**src/rtl/pc_alu_core.sv**
```systemverilog
// pc_alu_core: program-counter register with a +4 incrementer, plus a
// combinational 32-bit integer ALU.
//
// Ports
//   clk       single clock; all state updates on the rising edge
//   rst       synchronous active-high reset; loads pc with RESET_PC
//   pc_write  PC load enable (0 = hold/stall)
//   pc_next   next PC value, chosen outside this block
//   pc        current registered PC
//   pc_plus4  pc + 4, modulo 2^PC_W
//   aluop     operation select (see alu_op_e)
//   sign      compare mode for neg: 1 = signed, 0 = unsigned
//   op1, op2  ALU operands
//   result    ALU result
//   zero      result == 0
//   neg       op1 < op2 under the sign mode, independent of aluop
module pc_alu_core #(
   parameter int              PC_W     = 12,
   parameter logic [PC_W-1:0] RESET_PC = '0
) (
   input  logic            clk,
   input  logic            rst,
   input  logic            pc_write,
   input  logic [PC_W-1:0] pc_next,
   output logic [PC_W-1:0] pc,
   output logic [PC_W-1:0] pc_plus4,
   input  logic [4:0]      aluop,
   input  logic            sign,
   input  logic [31:0]     op1,
   input  logic [31:0]     op2,
   output logic [31:0]     result,
   output logic            zero,
   output logic            neg
);

   typedef enum logic [4:0] {
      OP_ADD   = 5'd0,
      OP_SUB   = 5'd1,
      OP_AND   = 5'd2,
      OP_OR    = 5'd3,
      OP_XOR   = 5'd4,
      OP_SLL   = 5'd5,
      OP_SRL   = 5'd6,
      OP_SRA   = 5'd7,
      OP_SLT   = 5'd8,
      OP_SLTU  = 5'd9,
      OP_PASSB = 5'd10
   } alu_op_e;

   // ---------------- PC ----------------
   always_ff @(posedge clk) begin
      if (rst)
         pc <= RESET_PC;
      else if (pc_write)
         pc <= pc_next;
   end

   // Wraps naturally at PC_W bits.
   assign pc_plus4 = pc + PC_W'(4);

   // ---------------- ALU ----------------
   logic [4:0] shamt;
   logic       lt_s;
   logic       lt_u;

   // Only the low five bits of op2 matter for shifts.
   assign shamt = op2[4:0];
   assign lt_s  = $signed(op1) < $signed(op2);
   assign lt_u  = op1 < op2;

   always_comb begin
      result = 32'h0;
      case (aluop)
         OP_ADD:   result = op1 + op2;
         OP_SUB:   result = op1 - op2;
         OP_AND:   result = op1 & op2;
         OP_OR:    result = op1 | op2;
         OP_XOR:   result = op1 ^ op2;
         OP_SLL:   result = op1 << shamt;
         OP_SRL:   result = op1 >> shamt;
         OP_SRA:   result = 32'($signed(op1) >>> shamt);
         OP_SLT:   result = {31'h0, lt_s};
         OP_SLTU:  result = {31'h0, lt_u};
         OP_PASSB: result = op2;
         default:  result = 32'h0;
      endcase
   end

   assign zero = (result == 32'h0);
   // Branch-compare flag: driven straight from the operands so it is valid
   // whatever aluop is selected.
   assign neg  = sign ? lt_s : lt_u;

endmodule

```
**config.mk**
```make
export PLATFORM = sky130hd
export DESIGN_NAME = pc_alu_core
export DESIGN_NICKNAME = d
export VERILOG_FILES = /design/src/rtl/pc_alu_core.sv
export SDC_FILE = /design/constraint.sdc
export NUM_CORES = 1
export LEC_CHECK = 0
export BUFFER_PORTS_ARGS = -buffer_cell sky130_fd_sc_hd__buf_2
export CORE_MARGIN = 10
export CORE_UTILIZATION = 40
export DETAILED_ROUTE_END_ITERATION = 10
export GPL_TIMING_DRIVEN = 0
export SYNTH_ARGS = -nofsm -noshare
export SYNTH_HDL_FRONTEND = slang
export SYNTH_SLANG_ARGS = --single-unit
```
**constraint.sdc**
```tcl
create_clock -name clk -period 9.6 [get_ports clk]
set_input_delay 1.92 -clock clk [delete_from_list [all_inputs] [get_ports clk]]
set_output_delay 1.92 -clock clk [all_outputs]
set_load 0.01 [all_outputs]
```
# After elaboration in Yosys (flattened, before gate mapping)
# Index checks and enable logic that the tools add are counted.
[totals] reg_bits=12 out_inout_bits=58 inputBits=85 wordCells=26
[classes] n_mux=2 n_eq_ne=10 order_cmp=2 n_shift=3 addsub=3 reduce_logical=2 bitwise_logic=3
[op_table] operator="$pmux W32 S11" n=1
[op_table] operator="$lt A32 B32 Y1" n=2
[op_table] operator="$add A32 B32 Y32" n=1
[op_table] operator="$and A32 B32 Y32" n=1
[op_table] operator="$logic_not A32 Y1" n=1
[op_table] operator="$or A32 B32 Y32" n=1
[op_table] operator="$shl A32 B5 Y32" n=1
[op_table] operator="$shr A32 B5 Y32" n=1
[op_table] operator="$sshr A32 B5 Y32" n=1
[op_table] operator="$sub A32 B32 Y32" n=1
[op_table] operator="$xor A32 B32 Y32" n=1
[op_table] operator="$eq A5 B3 Y1 const B" n=4
[op_table] operator="$eq A5 B4 Y1 const B" n=3
[op_table] operator="$add A12 B3 Y12 const B" n=1
[op_table] operator="$eq A5 B2 Y1 const B" n=2
[op_table] operator="$eq A5 B1 Y1 const B" n=1
[op_table] operator="$logic_not A5 Y1" n=1
[op_table] operator="$mux W1" n=1

# Logic depth before layout (Yosys ltp)
[depth] word_depth=3 mapped_depth=18

# Worst setup path after synthesis
# No wires, ideal clock.
[synth_path] kind="input port to output port" startpoint="input op2[1]" endpoint="output zero" t_arrival_ns=6.893 path_slack_ns=0.787 n_path_buf=4 path_stages=17 cell_sequence="buf_2 > inv_1 > buf_2 > clkbuf_1 > clkbuf_1 > ha_1 > a21oi_1 > o211ai_2 > mux2i_1 > or3b_2 > or4_1 > or4b_1 > nor4_1 > or3b_1 > or4_1 > or4_1 > nor4_2"
[synth_between] elab_chain_cells=3
[synth_lines] element="from (decl)" line_no="30" rtl="input logic [31:0] op2,"
[synth_lines] element="$sub A32 B32 Y32 (tied with other cells)" line_no="75" rtl="OP_SUB: result = op1 - op2;"
[synth_lines] element="$pmux W32 S11 *" line_no="73" rtl="case (aluop)"
[synth_lines] element="$logic_not A32 Y1 *" line_no="89" rtl="assign zero = (result == 32'h0);"
[synth_lines] element="to (decl)" line_no="32" rtl="output logic zero,"
# Every way passes the cells marked *; elsewhere a longest branch is shown, timed or not.

# Final worst setup path
[layout_path] startpoint="input op1[17]" endpoint="output zero"
[layout_between] elab_chain_cells=3
[layout_lines] element="from (decl)" line_no="29" rtl="input logic [31:0] op1,"
[layout_lines] element="$sub A32 B32 Y32 (tied with other cells)" line_no="75"
[layout_lines] element="$pmux W32 S11 *" line_no="73"
[layout_lines] element="$logic_not A32 Y1 *" line_no="89"
# Marks and branches as above.

==> flow_summary.ini <==
[run_status]
outcome = complete, but fails checks
violations = negative setup slack

[setup_path]
r2r_cells = 2
cp.required_ps = 7680
critPathKind = in -> out
cp.arrival_ps = 7760
critPathLaunchType = primary input
crit_path_start = op1[17]
rr_endpoint = pc[2]
r2r_slack_ps = 8840
path_cells = buf_2, clkbuf_1, inv_1, ha_1, nor4_1, nand4_1, a2111oi_1, a221oi_1, a211oi_1, o21ai_0, a21oi_1, o21ai_0, nor2_1, or4bb_1, nor4_2, buf_2
critical_path.endpoint = zero
path_max_fanout = 10
slowest_stage = a2111oi_1
critPathMaxStageDelay_ps = 860
reg2reg_from = pc[2]
end_kind = output pin

[synthesis]
synth_flop_cell = dfxtp_1
synth_top_family_by_area = compound AO/OA/AOI/OAI gates
ys_seq_area_frac = 0.02182
async_flop_share = 0
ys_warn_count = 0
synth_area_sq_mm = 0.01101
synth_seq_cells = 12
synth_nets = 1734
synth_fa_ha_area_frac = 0.1150
synth_edf_count = 0
synthSimpleGateAreaFrac = 0.2340
synthXorXnorAreaFrac = 0.01750
synthMuxAreaShare = 0.2113
ys_types = 88
postSynthAreaPerCell_sq_um = 7.107
synth-compound-area-share = 0.3095
synth_cells = 1549

[die]
fp.dieH_um = 185.9
core_area_sq_mm = 0.02703
die_w_um = 185.9
ios = 143
initial_utilization = 0.4074
rows = 60
dieArea_sq_mm = 0.03456

[route]
vias = 14991
drc = 0
via_per_inst = 7.345
first_pass_iters = 6
wl_per_cell_um = 34.03
routed_wl_mm = 69.46
initialDrtViolationCount = 2483
ant_nets = 0

[sta]
fin_crit_sh = 1.008
rsz0062_at_grt = false
relSlewSlack = 0.1912
setup_ws_ps = -75.08
setup_viol = 1
hold_viol = 0
fmax_mhz = 103.4
worst_pin_slew_ps = 1183
hold_slack_ps = 528.9
skew_ps = 0
post-route-min-period_ps = 9675
drv_slew = 0

[cts]
clock_tree.buffer_depth = 2
path_clk_slew_ps = 40
clk_latency_ps = 240
cts_tree = yes
cts_buffers = 3
cts_sinks = 12
htreeDepth = 1
clockRootBuffer = clkbuf_16

[global_route]
overflow = 0
grt_max_degree = 20
grt_usage = 0.3878
grt_pass1_wl_mm = 98.52
antenna_found_initial = 2
grt_pass1_vias = 13941

[final_layout]
reg_top3 = pc (12)
largest_reg_flops = 12
fillers = 2917
seq_area_sq_um = 240.2
layout.cells.most_common = nor2_1
syn2layout_area_growth_pct = 12.66
final_cell_mix = nor2_1, buf_2, nand2_1, inv_1, ha_1
multi_input_area_sq_mm = 0.009857
utilization = 0.4589
nNetsFinal = 1883
largest-register = pc
stdcell_area_sq_mm = 0.01240
drive_gt1_frac = 0.1868

[pwr]
leakage_nw = 5.255
max-vdd-ir-drop_v = 0.00007992
power_density_mw_per_mm2 = 71.48
total_power_uw = 886.6

[placement]
placed_cell_area_sq_mm = 0.01215
pre_cts_ws_ps = -1450
hpwl_mm = 56.13
gp_congestion = 1.119
port_buffers = 142

[flow_run]
maxCapViolCount = 0

[worst_hold_path]
min_path_type = reg -> reg
power breakdown:
| part | internal [mW] | switching, mW |
|---|---|---|
| Combinational | 0.248 | 0.498 |
| Clock | 0.0628 | 0.0214 |
| Sequential | 0.0530 | 0.00367 |
synth_stat cells (6+ instances only):
cell,instances,area [sq um]
nand2_1,115,431.7
o221ai_1,15,131.4
or2_2,7,43.79
mux2_2,27,304.0
a2111oi_0,15,131.4
nand4_1,20,125.1
nor2b_1,21,131.4
a21o_1,17,127.6
ha_1,98,1226
a211o_1,12,105.1
and2_1,8,50.05
o211ai_1,35,262.8
a221oi_1,25,219.0
buf_4,7,52.55
o31ai_1,18,135.1
a221o_1,6,60.06
o2111ai_1,10,87.58
a211oi_1,32,240.2
o22ai_1,19,118.9
clkbuf_1,87,326.6
nand2b_1,14,87.58
nor2_1,178,668.1
buf_1,10,37.54
mux2i_1,70,700.7
buf_6,6,67.56
dfxtp_1,12,240.2
buf_2,25,125.1
inv_1,99,371.6
nor3_1,51,255.2
nand3_1,52,260.3
or4_1,10,75.07
a21oi_1,87,435.4
o21ai_0,76,380.4
a31oi_1,12,75.07
xnor2_1,21,183.9
mux4_2,58,1306
and3_1,12,75.07
o21bai_1,11,82.58
nor4_1,19,118.9
o311ai_0,11,96.34
a22oi_1,23,172.7
timing repair:
item	4_1_cts	5_1_grt
endpoints found under the hold margin	0	0
setup buffers	3	2
pin swaps	1	2
cloned	0	0
gates resized for setup	26	14
hold buffers	0	0
setup endpoints to repair	2	1
metrics by stage:
step	instances	setup TNS, ps
after floorplan	1549	0
after global placement	2032	-1612
after detailed placement	2032	-1606
after CTS	2036	0
after global routing	2038	0
final	2041	-75.08
worst min path at each step:
| stage | startpoint | endpoint | slack [ps] | depth (start not counted) |
|---|---|---|---|---|
| after global routing | pc[0] | pc[0] | 580 | 2 |
| after CTS | pc[0] | pc[0] | 530 | 2 |
| after detailed placement | pc[0] | pc[0] | 510 | 2 |
| final | pc[0] | pc[0] | 530 | 2 |
| after floorplan | pc[1] | pc[1] | 540 | 2 |
| after global placement | pc[0] | pc[0] | 500 | 2 |
routing by layer:
metal  GRT usage  part of all wire
met1      0.5162              0.40
met5           0                 0
met4      0.2048             0.066
met2      0.5560              0.40
met3      0.1053              0.14
worst max-delay path: cells and delay by family:
| kind | cells | cell delay [ps] |
|---|---|---|
| adders and majority gates | 1 | 440 |
| AOI/OAI and AO/OA | 6 | 2360 |
| buffers and inverters | 4 | 1150 |
| and+or+nand+nor | 5 | 1870 |
cell type report:
type | instances | area share
diodes | 3 | 0.0006053
plain buffers | 133 | 0.05145
clock buffers | 4 | 0.007162
inverters | 103 | 0.03198
multi-input cells | 1298 | 0.7947
flip-flops and latches | 12 | 0.01937
well taps | 341 | 0.03440
repair buffers | 147 | 0.06033
cell families after synthesis:
kind of cell / after synthesis
buffers and inverters: 239
DFF: 12
AOI/OAI and AO/OA: 483
muxes: 156
xor gates and xnor gates: 22
adders and majority gates: 100
and+or+nand+nor: 537
Power figures use the tool's default switching activity.
